File: src/rtl/bias_act_if.sv
`default_nettype none
// ----------------------------------------------------------------------------
// bias_act_if : start/done handshake and matrix buses of the bias+activation stage
// Revision    : 1.0
// ----------------------------------------------------------------------------
interface bias_act_if #(
  parameter int S = 32,
  parameter int H = 2,
  parameter int W = 2
);
  logic             start;
  logic [S*H*W-1:0] x;
  logic [S*W-1:0]   bias;
  logic [S*H*W-1:0] o;
  logic             busy;
  logic             done;
  logic             ovf;
  logic             nan;

  modport master (output start, x, bias, input o, busy, done, ovf, nan);
  modport slave  (input start, x, bias, output o, busy, done, ovf, nan);
endinterface
`default_nettype wire

File: src/rtl/bias_act.sv
`default_nettype none
// ----------------------------------------------------------------------------
// bias_act : per-column FP32 bias add plus optional ReLU over an HxW matrix,
//            one element at a time through a shared two-cycle add_float.
// Revision : 1.0
// ----------------------------------------------------------------------------

// IEEE-754 single add/sub, round-to-nearest-even; done rises two cycles after
// start and stays high until rst_n is pulled low.
module add_float (
  input  wire logic        clk,
  input  wire logic        rst_n,
  input  wire logic        i_start,
  input  wire logic        i_op,
  input  wire logic [31:0] i_a,
  input  wire logic [31:0] i_b,
  output logic      [31:0] o_res,
  output logic             o_done,
  output logic             o_ovf,
  output logic             o_nan
);
  logic        w_sa, w_sb, w_eff_sub, w_swap;
  logic        w_a_nan, w_b_nan, w_a_inf, w_b_inf;
  logic [30:0] w_big_mag, w_sml_mag;
  logic        w_big_s;
  logic [7:0]  w_big_e, w_sml_e, w_diff;
  logic [4:0]  w_sh;
  logic [26:0] w_big_m, w_sml_m, w_aligned;
  logic [53:0] w_wide;
  logic [27:0] w_sum;

  logic        r_s1_v, r_s1_sign, r_s1_sub, r_s1_nan, r_s1_inf;
  logic [7:0]  r_s1_exp;
  logic [27:0] r_s1_sum;

  logic [4:0]  w_lz;
  logic [7:0]  w_nsh, w_fexp;
  logic [26:0] w_norm;
  logic [8:0]  w_nexp;
  logic [30:0] w_pack;
  logic        w_up, w_ovf;
  logic [31:0] w_res;

  logic [31:0] r_res;
  logic        r_done, r_ovf, r_nan;

  // Stage 1: order operands by magnitude, align the smaller one, add/sub.
  always_comb begin
    w_sa      = i_a[31];
    w_sb      = i_b[31] ^ i_op;
    w_eff_sub = w_sa ^ w_sb;
    w_a_nan   = (i_a[30:23] == 8'hFF) && (i_a[22:0] != 23'd0);
    w_b_nan   = (i_b[30:23] == 8'hFF) && (i_b[22:0] != 23'd0);
    w_a_inf   = (i_a[30:23] == 8'hFF) && (i_a[22:0] == 23'd0);
    w_b_inf   = (i_b[30:23] == 8'hFF) && (i_b[22:0] == 23'd0);
    w_swap    = i_b[30:0] > i_a[30:0];
    w_big_mag = w_swap ? i_b[30:0] : i_a[30:0];
    w_sml_mag = w_swap ? i_a[30:0] : i_b[30:0];
    w_big_s   = w_swap ? w_sb : w_sa;
    w_big_e   = (w_big_mag[30:23] == 8'd0) ? 8'd1 : w_big_mag[30:23];
    w_sml_e   = (w_sml_mag[30:23] == 8'd0) ? 8'd1 : w_sml_mag[30:23];
    w_big_m   = {(w_big_mag[30:23] != 8'd0), w_big_mag[22:0], 3'b000};
    w_sml_m   = {(w_sml_mag[30:23] != 8'd0), w_sml_mag[22:0], 3'b000};
    w_diff    = w_big_e - w_sml_e;
    w_sh      = (w_diff > 8'd27) ? 5'd27 : w_diff[4:0];
    w_wide    = {w_sml_m, 27'd0} >> w_sh;
    w_aligned = {w_wide[53:28], w_wide[27] | (|w_wide[26:0])};
    w_sum     = w_eff_sub ? ({1'b0, w_big_m} - {1'b0, w_aligned})
                          : ({1'b0, w_big_m} + {1'b0, w_aligned});
  end

  always_ff @(posedge clk) begin
    if (!rst_n) begin
      r_s1_v    <= 1'b0;
      r_s1_sign <= 1'b0;
      r_s1_sub  <= 1'b0;
      r_s1_nan  <= 1'b0;
      r_s1_inf  <= 1'b0;
      r_s1_exp  <= 8'd0;
      r_s1_sum  <= 28'd0;
    end else begin
      r_s1_v <= i_start;
      if (i_start) begin
        r_s1_sign <= w_big_s;
        r_s1_sub  <= w_eff_sub;
        r_s1_nan  <= w_a_nan | w_b_nan | (w_a_inf & w_b_inf & w_eff_sub);
        r_s1_inf  <= w_a_inf | w_b_inf;
        r_s1_exp  <= w_big_e;
        r_s1_sum  <= w_sum;
      end
    end
  end

  // Stage 2: normalise (left shift limited so subnormals stay subnormal), round, pack.
  always_comb begin
    w_lz = 5'd27;
    for (int i = 0; i < 27; i++) begin
      if (r_s1_sum[i]) w_lz = 5'(26 - i);
    end
    w_nsh  = 8'd0;
    w_norm = 27'd0;
    w_nexp = 9'd0;
    if (r_s1_sum[27]) begin
      w_norm = {r_s1_sum[27:2], r_s1_sum[1] | r_s1_sum[0]};
      w_nexp = {1'b0, r_s1_exp} + 9'd1;
    end else begin
      w_nsh  = ({3'b000, w_lz} < r_s1_exp) ? {3'b000, w_lz} : (r_s1_exp - 8'd1);
      w_norm = r_s1_sum[26:0] << w_nsh;
      w_nexp = {1'b0, r_s1_exp - w_nsh};
    end
    w_fexp = w_norm[26] ? w_nexp[7:0] : 8'd0;
    w_up   = w_norm[2] & (w_norm[3] | w_norm[1] | w_norm[0]);
    w_pack = {w_fexp, w_norm[25:3]} + 31'(w_up);
    w_ovf  = 1'b0;
    if (r_s1_nan) begin
      w_res = 32'h7FC00000;
    end else if (r_s1_inf) begin
      w_res = {r_s1_sign, 8'hFF, 23'd0};
    end else if (r_s1_sum == 28'd0) begin
      w_res = {r_s1_sign & ~r_s1_sub, 31'd0};
    end else if ((w_nexp >= 9'd255) || (w_pack[30:23] == 8'hFF)) begin
      w_res = {r_s1_sign, 8'hFF, 23'd0};
      w_ovf = 1'b1;
    end else begin
      w_res = {r_s1_sign, w_pack};
    end
  end

  always_ff @(posedge clk) begin
    if (!rst_n) begin
      r_res  <= 32'd0;
      r_done <= 1'b0;
      r_ovf  <= 1'b0;
      r_nan  <= 1'b0;
    end else if (r_s1_v) begin
      r_res  <= w_res;
      r_done <= 1'b1;
      r_ovf  <= w_ovf;
      r_nan  <= r_s1_nan;
    end
  end

  assign o_res  = r_res;
  assign o_done = r_done;
  assign o_ovf  = r_ovf;
  assign o_nan  = r_nan;
endmodule

module bias_act #(
  parameter int S   = 32,
  parameter int H   = 2,
  parameter int W   = 2,
  parameter int ACT = 1
) (
  input wire logic  clk,
  input wire logic  rst,
  bias_act_if.slave bus
);
  localparam int N  = H * W;
  localparam int EW = (N > 1) ? $clog2(N) : 1;
  localparam int CW = (W > 1) ? $clog2(W) : 1;

  typedef enum logic [2:0] {
    ST_IDLE  = 3'd0,
    ST_ISSUE = 3'd1,
    ST_WAIT  = 3'd2,
    ST_STORE = 3'd3,
    ST_FIN   = 3'd4
  } state_t;

  state_t         r_state, w_next;
  logic [S*N-1:0] r_x, r_o;
  logic [S*W-1:0] r_bias;
  logic [EW-1:0]  r_e;
  logic [CW-1:0]  r_col;
  logic [S-1:0]   r_sum;
  logic           r_ovf, r_nan;

  logic [S-1:0]   w_a, w_b, w_add_res, w_act;
  logic           w_add_rst_n, w_add_start, w_add_done, w_add_ovf, w_add_nan;
  logic           w_last, w_sum_nan;

  always_comb begin
    w_a = '0;
    w_b = '0;
    for (int k = 0; k < N; k++) begin
      if (r_e == EW'(k)) w_a = r_x[S*(N-1-k) +: S];
    end
    for (int k = 0; k < W; k++) begin
      if (r_col == CW'(k)) w_b = r_bias[S*(W-1-k) +: S];
    end
  end

  assign w_last      = (r_e == EW'(N - 1));
  assign w_add_start = (r_state == ST_ISSUE);
  // STORE doubles as the adder's clear so its sticky done is gone by the next ISSUE.
  assign w_add_rst_n = ~(rst | (r_state == ST_STORE));

  add_float u_add (
    .clk     (clk),
    .rst_n   (w_add_rst_n),
    .i_start (w_add_start),
    .i_op    (1'b0),
    .i_a     (w_a),
    .i_b     (w_b),
    .o_res   (w_add_res),
    .o_done  (w_add_done),
    .o_ovf   (w_add_ovf),
    .o_nan   (w_add_nan)
  );

  // ReLU: negative non-NaN values (including -0.0) become +0.0.
  always_comb begin
    w_sum_nan = (r_sum[30:23] == 8'hFF) && (r_sum[22:0] != 23'd0);
    w_act     = r_sum;
    if ((ACT == 1) && r_sum[S-1] && !w_sum_nan) w_act = '0;
  end

  always_comb begin
    w_next = r_state;
    case (r_state)
      ST_IDLE:  if (bus.start) w_next = ST_ISSUE;
      ST_ISSUE: w_next = ST_WAIT;
      ST_WAIT:  if (w_add_done) w_next = ST_STORE;
      ST_STORE: w_next = w_last ? ST_FIN : ST_ISSUE;
      ST_FIN:   w_next = ST_IDLE;
      default:  w_next = ST_IDLE;
    endcase
  end

  always_ff @(posedge clk) begin
    if (rst) begin
      r_state <= ST_IDLE;
      r_x     <= '0;
      r_bias  <= '0;
      r_o     <= '0;
      r_e     <= '0;
      r_col   <= '0;
      r_sum   <= '0;
      r_ovf   <= 1'b0;
      r_nan   <= 1'b0;
    end else begin
      r_state <= w_next;
      case (r_state)
        ST_IDLE: begin
          if (bus.start) begin
            r_x    <= bus.x;
            r_bias <= bus.bias;
            r_e    <= '0;
            r_col  <= '0;
            r_ovf  <= 1'b0;
            r_nan  <= 1'b0;
          end
        end
        ST_WAIT: begin
          if (w_add_done) begin
            r_sum <= w_add_res;
            r_ovf <= r_ovf | w_add_ovf;
            r_nan <= r_nan | w_add_nan;
          end
        end
        ST_STORE: begin
          for (int k = 0; k < N; k++) begin
            if (r_e == EW'(k)) r_o[S*(N-1-k) +: S] <= w_act;
          end
          if (!w_last) begin
            r_e   <= r_e + EW'(1);
            r_col <= (r_col == CW'(W - 1)) ? '0 : r_col + CW'(1);
          end
        end
        default: ;
      endcase
    end
  end

  assign bus.o    = r_o;
  assign bus.busy = (r_state == ST_ISSUE) || (r_state == ST_WAIT) || (r_state == ST_STORE);
  assign bus.done = (r_state == ST_FIN);
  assign bus.ovf  = r_ovf;
  assign bus.nan  = r_nan;
endmodule
`default_nettype wire

File: src/flat_wrapper.sv
// flat-port wrapper written by rule: the top's interface ports become plain ports
module bias_act_flat 
#(
  parameter int S   = 32,
  parameter int H   = 2,
  parameter int W   = 2,
  parameter int ACT = 1
)
  (clk, rst, bus_start, bus_x, bus_bias, bus_o, bus_busy, bus_done, bus_ovf, bus_nan);
  bias_act_if #(.S(S), .H(H), .W(W)) bus_i ();
  input wire logic clk;
  input wire logic rst;
  input wire logic [$bits(bus_i.start)-1:0] bus_start;
  input wire logic [$bits(bus_i.x)-1:0] bus_x;
  input wire logic [$bits(bus_i.bias)-1:0] bus_bias;
  output wire logic [$bits(bus_i.o)-1:0] bus_o;
  output wire logic [$bits(bus_i.busy)-1:0] bus_busy;
  output wire logic [$bits(bus_i.done)-1:0] bus_done;
  output wire logic [$bits(bus_i.ovf)-1:0] bus_ovf;
  output wire logic [$bits(bus_i.nan)-1:0] bus_nan;
  assign bus_i.start = bus_start;
  assign bus_i.x = bus_x;
  assign bus_i.bias = bus_bias;
  assign bus_o = bus_i.o;
  assign bus_busy = bus_i.busy;
  assign bus_done = bus_i.done;
  assign bus_ovf = bus_i.ovf;
  assign bus_nan = bus_i.nan;
  bias_act #(.S(S), .H(H), .W(W), .ACT(ACT)) u_core (.clk(clk), .rst(rst), .bus(bus_i));
endmodule
File: config.mk
export PLATFORM = sky130hd
export DESIGN_NAME = bias_act_flat
export DESIGN_NICKNAME = d
export VERILOG_FILES = /design/src/rtl/bias_act_if.sv /design/src/rtl/bias_act.sv /design/src/flat_wrapper.sv
export SDC_FILE = /design/constraint.sdc
export NUM_CORES = 1
export LEC_CHECK = 0
export ABC_CLOCK_PERIOD_IN_PS = 27700
export CAP_MARGIN = 10
export CORE_ASPECT_RATIO = 1.25
export CORE_MARGIN = 4
export CORE_UTILIZATION = 55
export DETAILED_ROUTE_END_ITERATION = 16
export HOLD_SLACK_MARGIN = 0.1
export PLACE_DENSITY_LB_ADDON = 0.25
export SLEW_MARGIN = 20
export SYNTH_ARGS = -nofsm -noshare
export SYNTH_HDL_FRONTEND = slang
export SYNTH_HIERARCHICAL = 1
export SYNTH_SLANG_ARGS = --single-unit
File: constraint.sdc
create_clock -name clk -period 27.7 [get_ports clk]
set_input_delay 6.925 -clock clk [delete_from_list [all_inputs] [get_ports clk]]
set_output_delay 6.925 -clock clk [all_outputs]
set_load 0.1 [all_outputs]
==> results of run 1 <==
==> flip-flops by register name, indices dropped and copies added, names as in the netlist <==
| name | flops |
|---|---|
| u_core/bus.o | 128 |
| u_core/u_add/r_s1_sub | 1 |
| u_core/u_add/r_s1_nan | 1 |
| u_core/u_add/r_s1_exp | 8 |
| u_core/r_sum | 32 |
| u_core/r_state | 3 |
| u_core/u_add/r_s1_sign | 1 |
| u_core/u_add/r_s1_inf | 1 |
| u_core/r_col | 1 |
| u_core/bus.nan | 1 |
| u_core/r_bias | 64 |
| u_core/r_e | 2 |
| u_core/u_add/o_done | 1 |
| u_core/u_add/r_s1_v | 1 |
| u_core/u_add/o_ovf | 1 |
| u_core/u_add/o_nan | 1 |
| u_core/r_x | 128 |
| u_core/u_add/r_s1_sum | 28 |
| u_core/bus.ovf | 1 |
| u_core/u_add/o_res | 32 |
==> cell type report <==
class,count,area [sq um],share of cell area (%)
antenna,11,27.53,0.08124
inverter,180,675.6,1.994
multi-input combinational,3058,18440,54.41
timing repair buffer,399,3820,11.27
clock inverter,19,217.7,0.6425
sequential,436,8728,25.76
clock buffer,56,1145,3.379
tap,665,832.0,2.456
==> per-stage QoR <==
step	util, %	hold WS [ns]	instance area [sq um]	std cells	worst slack [ns]
3_5_place_dp	62.59	0.4428	32480	4737	15.28
5_1_grt	65.29	0.4682	33880	4824	14.14
2_1_floorplan	-	0.4283	29050	3971	16.04
4_1_cts	65.21	0.4513	33840	4812	15.26
3_3_place_gp	62.59	0.4385	32480	4737	15.65
6_report	65.29	0.4518	33880	4824	15.00
==> cells in the mapped netlist, drive strengths merged, types with 17 or more instances <==
cell    instances  share of area (%)
nand2         757                9.8
a21oi         484                8.4
dfxtp         436                 30
nor2          284                3.7
o21ai         259                4.5
clkbuf        194                2.5
inv           178                2.3
ha            105                4.5
buf           103                1.9
mux2i         100                3.4
nand3          72                1.3
nand3b         68                1.8
nor3           68                1.2
a311oi         64                1.9
mux2           60                2.3
nor4           51                1.2
a211oi         47                1.3
xnor2          47                1.4
nand4          38               0.84
nand2b         37               0.80
a31oi          33               0.71
xor2           28               0.84
o31ai          26               0.67
o211ai         25               0.66
a32o           24               0.83
o221ai         24               0.72
a221oi         23               0.69
a21o           21               0.54
nor2b          20               0.43
o22ai          19               0.41
a22oi          18               0.47
and2           18               0.39
o21bai         17               0.44
==> final timing paths <==
check                                       from                                endpoint  slack, ns  depth (start not counted)
hold / removal    u_core/r_bias[13]$_SDFFE_PP0P_          u_core/r_bias[13]$_SDFFE_PP0P_       0.45                          2
setup reg to reg      u_core/r_e[1]$_SDFFE_PP0P_  u_core/u_add/r_s1_sum[22]$_SDFFE_PN0P_      15.00                         50
setup / recovery      u_core/r_e[1]$_SDFFE_PP0P_  u_core/u_add/r_s1_sum[22]$_SDFFE_PN0P_      15.00                         50
hold reg to reg   u_core/r_bias[13]$_SDFFE_PP0P_          u_core/r_bias[13]$_SDFFE_PP0P_       0.45                          2
==> kinds of logic after synthesis <==
family | Yosys count | synth area share, %
XOR/XNOR | 75 | 2.261
AND/OR/NAND/NOR | 1484 | 23.36
buffers and inverters | 477 | 6.779
adder cells (fa/ha/maj) | 108 | 4.729
other | 1 | 0.01291
multiplexers | 161 | 5.849
flip-flops | 436 | 30.05
AO/OA/AOI/OAI | 1229 | 26.96
==> power by group through the flow <==
stage	Sequential [mW]	Combinational [mW]	Clock [mW]
global route	0.706	2.02	0.612
finish	0.704	1.90	0.585
CTS	0.702	1.82	0.591
floorplan	0.701	1.31	0
global placement	0.715	1.82	0
detailed placement	0.715	1.81	0
==> placed cells by master (no fill, tap or decap), types with 21 or more instances in the layout <==
cell type          n
nor4_1            47
dfxtp_1          436
o221ai_1          24
o21ai_0          244
a221oi_1          23
nand3b_1          68
o211ai_1          24
inv_1            172
clkbuf_16         43
mux2_2            60
xor2_1            26
nand3_1           70
o31ai_1           25
clkdlybuf4s50_1  325
ha_1             102
a211oi_1          44
mux2i_1          100
xnor2_1           45
nand2_1          756
a31oi_1           33
a311oi_1          64
nor3_1            63
nand4_1           37
a21o_1            21
a21oi_1          481
a32o_1            24
buf_4             72
nand2b_1          37
nor2_1           279
==> per-layer routing <==
layer,wire [microns],part of all wire (%)
met1,40490,37
met2,52520,48
met3,9101,8.3
met4,7842,7.1
met5,0,0
==> worst max-delay path: cells and delay by family, from the launching register on <==
kind            cells  cell delay, ns
simple gates        9            1.47
buf+inv             6            1.42
xor+xnor            2            0.31
mux                 4            1.05
compound gates     24            5.74
flops               1            0.35
fa+ha+maj           5            2.16
==> out/summary.txt, run 1 <==
Post-synth EDFFs: 0
Min Tclk post-route: 12.70 ns
Initial DRC Count: 3846
Pins Over Slew Limit: 0
Fmax: 0.07874 GHz
Layout cells sized above 1: 6.606%
CTS tree: yes
DRT Wirelength: 110.0 mm
Kind of critical path: register to register
Io pins: 327
Post-cts resize count: 0
TNS Setup: 0 ns
Gr usage total: 36.90%
Htree depth: 2
CP max FO: 66
Overall Power: 3.191 mW
Syn Inst Count: 3971
Startpoint types: register
Seq pwr share: 22.1%
WP data required: 28.17 ns
Post-CTS Setup Inserts: 0
RePlAce Congestion: 1.035
Gr busiest metal: met2
Final antenna-violating net count: 0
Wire length per cell: 22.79 microns
Vias in the first global route: 28890
Leakage: 12.52 nW
Setup Skew: 0.02410 ns
Initial antenna violation count: 10
Die Y-Extent: 265.0 microns
Drt pass-1 iters: 7
Die W: 213.6 microns
TritonCTS buffer count: 43
M3 GR Usage: 5.954%
Fin. Hold Viols: 0
Drt drc: 0
Internal: 1.600 mW
Number of buffers added on ports: 326
Worst EP arrival: 13.17 ns
Initial core utilization: 55.98%
Largest net degree at the start of global routing: 111
Clock Pin Slew Worst Setup and Hold Paths: 0.06 ns
Grt met1 use: 44.78%
Net Sw Frac: 49.85%
Longest Clk Path Bufs: 3
Hold Path Class: register to register
Final #Nets: 4421
Sink Count: 436
Hold_buf cts: 0
Synthesized cell area: 29050 sq um
VDD IR max: 0.00006212 V
Synth Net Count: 4274
Synth Area per Inst: 7.316 sq um
Final setup viols: 0
Total Die Area: 56580 sq um
P_sw: 1.591 mW
Hpwl dp: 80.65 mm
CTS root buffer: clkbuf_16
Clock power frac: 18.3%
Rel. slew slack: 26.04%
RSZ-0062 raised after global routing: no
Met2 capacity usage during global routing: 61.44%
Status: complete, no violations
Vias per inst: 6.440
GRT overflow: 0
Synth Flop Type: dfxtp_1
Comb pwr share: 59.6%
PwrDens: 94.19 nW/um^2
CP max stage delay: 0.88 ns
Slowest CP cell: ha_2
Synth cell types: 110
Rows: 93
Max_cap viols: 0
Ys Warns: 6
Fill cells: 4686
Worst Setup End Kind: register
DR vias: 31070
Transition time of the tightest slew-check pin: 1.109 ns
Worst skew pair latency: 0.60 ns
First-pass GRT wire length: 167.4 mm
Synthesis-stage register bit count: 436
Layout area overhead: 16.63%
Post-synthesis sequential area ratio: 30.05%
Core area: 51900 sq um
Fin crit share: 45.85%
Ys async rst share: 0%
Note: power is estimated with default switching activity, not from simulation.
==> inputs of run 2 (changes only) <==
--- a/config.mk
+++ b/config.mk
@@ -5,11 +5,11 @@
 export SDC_FILE = /design/constraint.sdc
 export NUM_CORES = 1
 export LEC_CHECK = 0
-export ABC_CLOCK_PERIOD_IN_PS = 27700
+export ABC_CLOCK_PERIOD_IN_PS = 10800
 export CAP_MARGIN = 10
 export CORE_ASPECT_RATIO = 1.25
 export CORE_MARGIN = 4
-export CORE_UTILIZATION = 55
+export CORE_UTILIZATION = 52
 export DETAILED_ROUTE_END_ITERATION = 16
 export HOLD_SLACK_MARGIN = 0.1
 export PLACE_DENSITY_LB_ADDON = 0.25
==> constraint.sdc (replaced) <==
create_clock -name clk -period 10.8 [get_ports clk]
set_input_delay 2.7 -clock clk [delete_from_list [all_inputs] [get_ports clk]]
set_output_delay 2.7 -clock clk [all_outputs]
set_load 0.1 [all_outputs]
==> out/summary.txt, run 2 (same netlist as run 1, synthesis figures left out) <==
Fin cells: 5026 (was 4824)
Final #Nets: 4558 (was 4421)
Core area: 55130 sq um (was 51900 sq um)
TritonCTS buffer count: 43 (unchanged)
DR vias: 31620 (was 31070)
CTS tree: yes (unchanged)
Final antenna-violating net count: 0 (unchanged)
Vias in the first global route: 29250 (was 28890)
Final setup viols: 0 (unchanged)
Pins Over Slew Limit: 0 (unchanged)
Fin. Hold Viols: 0 (unchanged)
Fmax: 0.09682 GHz (was 0.07874 GHz)
Drt pass-1 iters: 8 (was 7)
Transition time of the tightest slew-check pin: 1.127 ns (was 1.109 ns)
Dpl cell area: 33650 sq um (was 32480 sq um)
Htree depth: 2 (unchanged)
Cell mode on critical path: a21oi_1
Die Y-Extent: 272.3 microns (was 265.0 microns)
Max_cap viols: 0 (unchanged)
CP max stage delay: 0.36 ns (was 0.88 ns)
Hold Path Class: register to register (unchanged)
VDD IR max: 0.0002320 V (was 0.00006212 V)
CTS root buffer: clkbuf_16 (unchanged)
WP data required: 11.28 ns (was 28.17 ns)
Drt drc: 0 (unchanged)
Io pins: 327 (unchanged)
Setup Skew: 0.04378 ns (was 0.02410 ns)
First-pass GRT wire length: 172.1 mm (was 167.4 mm)
Pre-CTS setup slack: 0.1520 ns (was 15.28 ns)
Initial core utilization: 52.69% (was 55.98%)
Leakage: 13.35 nW (was 12.52 nW)
Rel. slew slack: 24.61% (was 26.04%)
Layout cells sized above 1: 10.52% (was 6.606%)
Worst EP arrival: 10.81 ns (was 13.17 ns)
Hpwl dp: 86.34 mm (was 80.65 mm)
Longest Clk Path Bufs: 3 (unchanged)
Total Die Area: 59740 sq um (was 56580 sq um)
Die W: 219.4 microns (was 213.6 microns)
RePlAce Congestion: 1.031 (was 1.035)
PwrDens: 247.2 nW/um^2 (was 94.19 nW/um^2)
DRT Wirelength: 114.8 mm (was 110.0 mm)
Clock Pin Slew Worst Setup and Hold Paths: 0.07 ns (was 0.06 ns)
Min Tclk post-route: 10.33 ns (was 12.70 ns)
Status: complete, no violations (unchanged)
Number of buffers added on ports: 326 (unchanged)
Reg2reg path depth: 57 (was 50)
Fin crit share: 95.63% (was 45.85%)
Most common cell after layout, fill and taps aside: nand2_1 (unchanged)
Kind of critical path: register to register (unchanged)
Most frequent cells in the layout: nand2_1 (756), a21oi_1 (476), dfxtp_1 (435) (was nand2_1 (756), a21oi_1 (481), dfxtp_1 (436))
CP max FO: 44 (was 66)
Layout area overhead: 22.04% (was 16.63%)
Final Cell Area: 35450 sq um (was 33880 sq um)
Sink Count: 436 (unchanged)
Flop-to-flop setup slack: 0.47 ns (was 15.00 ns)
GRT overflow: 0 (unchanged)
Slowest CP cell: a2111oi_2 (was ha_2)
DP Cell Count: 4938 (was 4737)
Worst Setup End Kind: register (unchanged)
Rows: 96 (was 93)
Wire length per cell: 22.84 microns (was 22.79 microns)
Hold Path Depth: 2 (unchanged)
Gr usage total: 36.35% (was 36.90%)
Worst skew pair latency: 0.60 ns (about the same)
Vias per inst: 6.291 (was 6.440)
Initial DRC Count: 3636 (was 3846)
Startpoint types: register (unchanged)
Final worst slack: 0.4718 ns (was 15.00 ns)
Largest net degree at the start of global routing: 108 (was 111)
Initial antenna violation count: 3 (was 10)
==> run 2: cell types whose count changed in the layout (fill, tap and decap cells not counted), moves of 3 or more <==
cell	change
a211oi_1	-3
a211oi_2	+3
a21oi_1	-5
a21oi_2	+5
buf_12	+8
buf_4	+125
bufinv_16	+3
clkbuf_1	-6
clkbuf_8	+5
diode_2	-8
ha_4	+3
o21ai_0	-26
o21ai_1	+20
o21ai_2	+6
==> run 2: final timing paths <==
kind,start,end
setup / recovery,u_core/r_e[1]$_SDFFE_PP0P_,u_core/u_add/r_s1_sum[22]$_SDFFE_PN0P_
hold / removal,u_core/u_add/o_res[31]$_SDFFE_PN0P_,u_core/r_sum[31]$_SDFFE_PP0P_
setup reg to reg,u_core/r_e[1]$_SDFFE_PP0P_,u_core/u_add/r_s1_sum[22]$_SDFFE_PN0P_
hold reg to reg,u_core/u_add/o_res[31]$_SDFFE_PN0P_,u_core/r_sum[31]$_SDFFE_PP0P_
==> run 2: repair_timing <==
action | in CTS | in global routing
hold buffers | 0 | 0
setup buffers | 0 | 6
gates resized for setup | 0 | 61
endpoints found under the setup margin | 0 | 12
==> run 2: layout make-up <==
| type | count | area (sq um) |
|---|---|---|
| fill | 5030 | 19680 |
| antenna | 3 | 7.507 |
| sequential | 436 | 8730 |
| tap | 735 | 919.6 |
| clock buffer | 55 | 1191 |
| timing repair buffer | 536 | 4970 |
| inverter | 180 | 675.6 |
| multi-input combinational | 3058 | 18620 |
| clock inverter | 23 | 337.8 |
==> run 2: report_power, final <==
group | internal (mW) | switching [mW] | total (mW)
clock | 0.939 | 0.678 | 1.62
combinational | 1.85 | 3.49 | 5.34
sequential | 1.70 | 0.107 | 1.80
==> run 2: critical path, delay by kind of cell, from the launching register on <==
family | cells | cell delay, ns
AOI/OAI and AO/OA | 31 | 5.15
DFF | 1 | 0.34
buffers and inverters | 9 | 1.55
and+or+nand+nor | 10 | 1.47
adders and majority gates | 4 | 1.09
muxes | 1 | 0.14
xor gates and xnor gates | 2 | 0.51
==> run 2: per-stage QoR <==
| stage | power, mW | hold WS (ns) | setup TNS (ns) | util (%) |
|---|---|---|---|---|
| floorplan | 5.171 | 0.4283 | 0 | - |
| global placement | 6.959 | 0.4369 | 0 | 61.03 |
| detailed placement | 6.897 | 0.4421 | 0 | 61.03 |
| CTS | 8.516 | 0.4461 | 0 | 63.81 |
| global route | 9.150 | 0.4548 | -0.1381 | 64.30 |
| finish | 8.763 | 0.4479 | 0 | 64.30 |
==> run 2: layer usage <==
metal,track usage (%),wire length (microns),vias to the layer above
li1,-,-,14750
met1,43.60,43120,14810
met2,62.29,55270,1642
met3,5.222,8746,418
met4,19.86,7631,2
met5,0,13,-
